--- src/rtl/t_ff_bank.sv ---
// Bank of WIDTH toggle flip-flops with toggle / up-count / down-count / hold modes.
// Define TFF_BANK_PARITY_EN to add a combinational parity output over q.
module t_ff_bank #(
    parameter int unsigned           WIDTH   = 4,
    parameter logic [WIDTH-1:0]      RST_VAL = '0
) (
    input  logic             clk,
    input  logic             rst,
    input  logic             en,
    input  logic [1:0]       mode,
    input  logic [WIDTH-1:0] t,
    input  logic             load,
    input  logic [WIDTH-1:0] d,
`ifdef TFF_BANK_PARITY_EN
    output logic             parity,
`endif
    output logic [WIDTH-1:0] q,
    output logic [WIDTH-1:0] qb,
    output logic             tc,
    output logic             wrap
);

    typedef enum logic [1:0] {
        MODE_TOGGLE = 2'b00,
        MODE_UP     = 2'b01,
        MODE_DOWN   = 2'b10,
        MODE_HOLD   = 2'b11
    } mode_e;

    mode_e            mode_s;
    logic [WIDTH-1:0] tmask;
    logic             carry;
    logic             borrow;

    assign mode_s = mode_e'(mode);

    // Counting is built from per-bit toggle enables: a bit toggles when every
    // lower bit is 1 (up) or 0 (down).
    always_comb begin
        tmask  = '0;
        carry  = 1'b1;
        borrow = 1'b1;
        for (int unsigned i = 0; i < WIDTH; i++) begin
            unique case (mode_s)
                MODE_TOGGLE: tmask[i] = t[i];
                MODE_UP:     tmask[i] = carry;
                MODE_DOWN:   tmask[i] = borrow;
                MODE_HOLD:   tmask[i] = 1'b0;
                default:     tmask[i] = 1'b0;
            endcase
            carry  = carry  & q[i];
            borrow = borrow & ~q[i];
        end
    end

    assign tc = ((mode_s == MODE_UP) && (&q)) || ((mode_s == MODE_DOWN) && (~|q));

    always_ff @(posedge clk or posedge rst) begin
        if (rst) begin
            q    <= RST_VAL;
            wrap <= 1'b0;
        end else if (load) begin
            q    <= d;
            wrap <= 1'b0;
        end else if (en) begin
            q    <= q ^ tmask;
            wrap <= tc;
        end else begin
            wrap <= 1'b0;
        end
    end

    assign qb = ~q;

`ifdef TFF_BANK_PARITY_EN
    assign parity = ^q;
`endif

endmodule

--- config.mk ---
export PLATFORM = sky130hd
export DESIGN_NAME = t_ff_bank
export DESIGN_NICKNAME = d
export VERILOG_FILES = /design/src/rtl/t_ff_bank.sv
export SDC_FILE = /design/constraint.sdc
export NUM_CORES = 1
export LEC_CHECK = 0
export ABC_AREA = 1
export CAP_MARGIN = 30
export CORE_AREA = 2 2 39 41
export DETAILED_ROUTE_END_ITERATION = 16
export DIE_AREA = 0 0 41 43
export PLACE_DENSITY = 0.69
export SETUP_SLACK_MARGIN = 0.3
export SLEW_MARGIN = 0
export SYNTH_ARGS = -nofsm -noshare
export SYNTH_HDL_FRONTEND = slang
export SYNTH_SLANG_ARGS = --single-unit
--- constraint.sdc ---
create_clock -name clk -period 1.1 [get_ports clk]
set_input_delay 0.22 -clock clk [delete_from_list [all_inputs] [get_ports clk]]
set_output_delay 0.22 -clock clk [all_outputs]
set_load 0.1 [all_outputs]
==> flow_summary.yaml, run 1 <==
outcome:
  status: "finished with violations"
  violations: "negative setup slack"
sta:
  max_freq_ghz: 0.618
  setup-violations-final: 14
  finalCritPeriodShare_pct: 147
  slew_viol_final: 0
  period_minus_slack_ns: 1.62
  timing.setup.tns_ns: -4.21
  worstMarginPinSlew_ns: 0.277
  rsz0062_at_grt: "yes"
  finClkSkew_ns: 0.00332
  relSlewSlack_pct: 81.4
  setup_slack_ns: -0.517
  hold_viol_final: 0
grt:
  track_usage_pct: 20.8
  met3_usage_pct: 4.19
  grt_max_degree: 7
  busiest_layer: "met2"
  antenna_found_initial: 0
  grt_overflow: 0
  grt_pass1_vias: 648
  grtUsageMet1_pct: 19.5
  grt_pass1_wl_mm: 2.48
  grt_util_met2_pct: 39.7
floorplan:
  die-area_mm2: 0.00176
  rows: 14
  die-width_um: 41
  ioPinCount: 24
  initial_core_util_pct: 30.8
  die_h_um: 43
  core_mm2: 0.00138
setup_path:
  path_cells: "buf_6 > nand4_4 > or2_4 > o21ai_4 > buf_12"
  critPathMaxStageDelay_ns: 0.45
  cp.arrival_ns: 1.40
  slowest_stage: "dfrtp_4"
  end_kind: "output pin"
  worstSetupStartpointType: "flip-flop"
  crit_type: "flip-flop to output pin"
  crit_family: "flip-flops"
  required_ns: 0.88
  crit_buf_inv: 2
  cp_max_fo: 4
logic_synthesis:
  ys.flop_type: "dfrtp_1"
  yosys_warnings: 0
  synth_area_leaders: "dfrtp_1, nand2_1, nand3_1"
  seq_area_frac_synth_pct: 29.3
  syn-instance-count: 61
  synth_common_cells: "nand2_1, nand3_1, inv_1"
  syn_nets: 78
  syn-cell-area_um2: 427
  synth.distinct_cells: 16
  yosysTopAreaCell: "dfrtp_1"
  ys_async_sr_fraction_pct: 100
  postSynthAreaPerCell_um2: 6.99
  ys_seq_elements: 5
  synth_edf_count: 0
  yosysMostFrequentCell: "nand2_1"
  synth_top_area_share_pct: 29.3
routing:
  dr.pass1.iters: 4
  wl_per_cell_um: 15.1
  wl_mm: 2.02
  drtIter0Drc: 32
  drc: 0
  avgViaCountPerCell: 5.19
  ant_nets: 0
  via_count: 696
clock_tree:
  cts_sinks: 5
  cts_made_buffers: 3
  root_buffer: "clkbuf_4"
  ctsHoldBuffers: 0
  htree_levels: 1
  tritoncts: "done"
  ctsLongestPathBuffers: 2
  worstSkewPairLatency_ns: 0.24
  clk_pin_slew_ns: 0.04
layout:
  instances_no_fill: 134
  antenna-diode-count: 0
  area_growth_pct: 173
  stdcell_area_mm2: 0.00117
  n_fill_cell: 83
  nNetsFinal: 136
  final_core_util_pct: 84.3
  drive_gt1_share_pct: 55.9
pwr:
  p_total_mw: 1.36
  p_leak_nw: 0.534
  peakVddDrop_mv: 0.865
  power_density_mw_per_mm2: 1170
placed_design:
  port_buffers: 23
  hpwl_mm: 1.24
  placed_area_um2: 986
  gp_congestion: 0.796
  dp_cells: 119
min_path:
  holdCritPathClass: "input port to async pin"
flow_run:
  maxCapViolations: 0
## where the power goes
group	internal (mW)	switching [mW]	total, mW
sequential	0.216	0.0355	0.251
combinational	0.397	0.507	0.903
clock	0.137	0.0715	0.208
total	0.749	0.614	1.36
## what timing repair did
item | 4_1_cts | 5_1_grt
setup endpoints to repair | 15 | 15
gates resized for setup | 16 | 6
pin swaps | 3 | 3
endpoints found under the hold margin | 0 | 0
setup buffers | 6 | 5
cloned | 0 | 0
## metal layers
layer	wire (um)	vias to the layer above	share of wire [%]
met1	662	313	33
met4	93	0	4.6
met2	1100	51	55
li1	-	316	-
met5	0	-	0
met3	163	16	8.1
## registers in the layout, indices dropped and copies added (netlist names)
| signal | count |
|---|---|
| wrap | 1 |
| q | 4 |
## through the flow
stage          setup slack (ns)  hold WS (ns)
6_report                 -0.517         0.189
3_5_place_dp             -0.729         0.441
2_1_floorplan            -0.976      -0.00136
4_1_cts                  -0.497         0.193
3_3_place_gp             -0.669         0.440
5_1_grt                  -0.557         0.198
## cells in the final DEF, fill, tap and decap left out, drive strengths merged, types with 3 or more instances in the layout
cell | synthesis | layout
ha | 3 | 3
a22oi | 4 | 4
clkbuf | 0 | 4
nand3 | 10 | 10
clkdlybuf4s50 | 0 | 11
clkinvlp | 0 | 4
nor2 | 4 | 4
dfrtp | 5 | 5
nand2 | 14 | 14
buf | 0 | 40
o21ai | 4 | 4
inv | 11 | 7
## logic make-up after synthesis
logic type	after synthesis	synth area share [%]
adders and majority gates	3	8.80
DFF	5	29.3
xor gates and xnor gates	1	2.05
AOI/OAI and AO/OA	10	16.1
and+or+nand+nor	31	34.0
buffers and inverters	11	9.68
## cell type report
cell class	instances	area (um^2)	area share (%)
repair buffers	53	596	51.1
clock buffers	4	26.3	2.25
inverters	11	56.3	4.83
flip-flops and latches	5	144	12.3
well taps	16	20.0	1.72
multi-input cells	45	324	27.8
## final timing paths
| path | end | startpoint | slack, ns | cells past startpoint |
|---|---|---|---|---|
| max | tc | q[0] | -0.52 | 5 |
| min | q[1] | rst | 0.19 | 2 |
| max reg2reg | q[1] | q[0] | -0.31 | 9 |
| min reg2reg | q[3] | q[3] | 0.83 | 4 |
| max in group asynchronous | q[3] | rst | 0.71 | 2 |
| min in group clk | q[3] | d[3] | 0.62 | 3 |
Power figures use the tool's default switching activity.
==> run 2, diff against run 1 <==
- SLEW_MARGIN: 0 -> 10
==> results of run 2 <==
Same layout as run 1: the final DEF is identical, and so are final timing and power.
==> run 3, diff against run 2 <==
- clock period: 1.1 -> 2 ns (I/O delays scaled with it)
==> run 3 against run 2 <==
The run now ends clean; sequential share of layout area increased by 2.4 points; global-route usage fell by 2.4 points; sequential power shrank 46%; worst setup slack improved by 0.76 ns; cell area down 18%; critical endpoint unchanged; largest cell class unchanged.
==> flow_summary.yaml, run 3 (synthesized netlist as in run 1, its figures left out) <==
sta:
  finClkSkew_ns: 0.000486
  hold_viol_final: 0
  finalCritPeriodShare_pct: 87.8
  rsz0062_at_grt: "yes"
  hold_slack_ns: 0.362
  slew_viol_final: 0
  worstMarginPinSlew_ns: 0.331
  timing.setup.tns_ns: 0
  period_minus_slack_ns: 1.76
  relSlewSlack_pct: 77.9
  setup_slack_ns: 0.244
  max_freq_ghz: 0.570
  setup-violations-final: 0
routing:
  wl_per_cell_um: 11.7
  via_count: 590
  drc: 0
  dr.pass1.iters: 4
  ant_nets: 0
  avgViaCountPerCell: 5.00
  drtIter0Drc: 20
  wl_mm: 1.38
grt:
  grt_overflow: 0
  track_usage_pct: 18.3
  grt_pass1_wl_mm: 2.24
  antenna_found_initial: 0
  grt_max_degree: 11
  grt_pass1_vias: 542
setup_path:
  slowest_stage: "dfrtp_4"
  critPathMaxStageDelay_ns: 0.50
  path_cells: "nor2_4 > nand3_2 > o21ai_4 > buf_12"
  r2r_slack_ns: 0.71
  end_kind: "output pin"
  r2r_cells: 7
  crit_type: "flip-flop to output pin"
  cp_max_fo: 4
  rr_startpoint: "q[0]"
  crit_end: "tc"
  crit_start: "q[0]"
  worstSetupStartpointType: "flip-flop"
  required_ns: 1.60
  cp.arrival_ns: 1.36
  timing.rr.end: "q[3]"
layout:
  instances_no_fill: 118
  largest_register_ffs: 4
  antenna-diode-count: 0
  drive_gt1_share_pct: 48.0
  final_common_cell: "buf_4"
  area_growth_pct: 123
  stdcell_area_um2: 953
  regMostFlops: "q"
  nNetsFinal: 120
  top_regs: "q (4), wrap (1)"
  final_cell_mix: "buf_4, nand2_1, clkdlybuf4s50_1"
clock_tree:
  cts_made_buffers: 3
  clk_pin_slew_ns: 0.05
  worstSkewPairLatency_ns: 0.24
  ctsHoldBuffers: 0
  htree_levels: 1
  root_buffer: "clkbuf_4"
  tritoncts: "done"
  ctsLongestPathBuffers: 2
  cts_sinks: 5
pwr:
  p_leak_nw: 0.433
  p_sw_share_pct: 46.7
  p_sw_uw: 310
  power_density_mw_per_mm2: 696
  pwr-share-comb_pct: 61.3
  p_int_uw: 354
  clkPwrFrac_pct: 18.2
  peakVddDrop_mv: 0.393
  seqPwrFrac_pct: 20.5
placed_design:
  hpwl_mm: 1.01
  pre_cts_slack_ns: -0.168
  placed_area_um2: 852
  gp_congestion: 0.835
  port_buffers: 23
  dp_cells: 106
floorplan:
  die-width_um: 41
  initial_core_util_pct: 30.8
  die-area_mm2: 0.00176
  die_h_um: 43
  ioPinCount: 24
  core_mm2: 0.00138
  rows: 14
outcome:
  status: "finished, final reports clean"
flow_run:
  maxCapViolations: 0
min_path:
  holdCritPathClass: "input port to async pin"
run 3: cell count changes in the layout (fill, tap and decap cells not counted), sizes merged:
| cell | delta |
|---|---|
| buf | -14 |
| dlygate4sd2 | -2 |
run 3: cell type report:
cell class | count | area, um^2
Fill cell | 114 | 430
Timing Repair Buffer | 37 | 413
Clock buffer | 4 | 26.3
Tap cell | 16 | 20.0
Inverter | 11 | 56.3
Sequential cell | 5 | 140
Multi-Input combinational cell | 45 | 298
run 3: worst min-delay path by stage:
stage               endpoint  slack (ns)  depth (start not counted)
CTS                     q[3]        0.37                          2
floorplan               wrap        0.18                          1
detailed placement      wrap        0.61                          2
finish                  q[0]        0.36                          2
global route            q[0]        0.38                          2
global placement        wrap        0.61                          2
run 3: stage by stage:
| step | power, mW | utilization (%) |
|---|---|---|
| 2_1_floorplan | 0.358 | - |
| 3_3_place_gp | 0.505 | 61.6 |
| 3_5_place_dp | 0.510 | 61.6 |
| 4_1_cts | 0.657 | 68.7 |
| 5_1_grt | 0.692 | 68.9 |
| 6_report | 0.664 | 68.9 |
run 3: power groups by stage:
| stage | registers, mW | logic (mW) | clock network (mW) |
|---|---|---|---|
| detailed placement | 0.150 | 0.359 | 0 |
| finish | 0.136 | 0.407 | 0.121 |
| CTS | 0.136 | 0.406 | 0.115 |
| floorplan | 0.216 | 0.142 | 0 |
| global placement | 0.151 | 0.354 | 0 |
| global route | 0.137 | 0.426 | 0.129 |
run 3: timing repair:
action | in CTS | in global routing
endpoints found under the setup margin | 4 | 1
pin swaps | 6 | 0
resized for setup | 14 | 1
buffers inserted | 8 | 0
run 3: metal layers:
| layer | share of wire [%] | vias up | GRT usage, % |
|---|---|---|---|
| li1 | - | 287 | - |
| met3 | 8.9 | 8 | 2.62 |
| met5 | 0 | - | 0 |
| met1 | 37 | 263 | 20.2 |
| met4 | 3.6 | 0 | 10.0 |
| met2 | 51 | 32 | 31.3 |
run 3: critical path: cells and delay by family (launching register included):
family / cells / cell delay, ns
compound gates: 1 / 0.17
buf+inv: 1 / 0.19
simple gates: 2 / 0.24
flops: 1 / 0.50
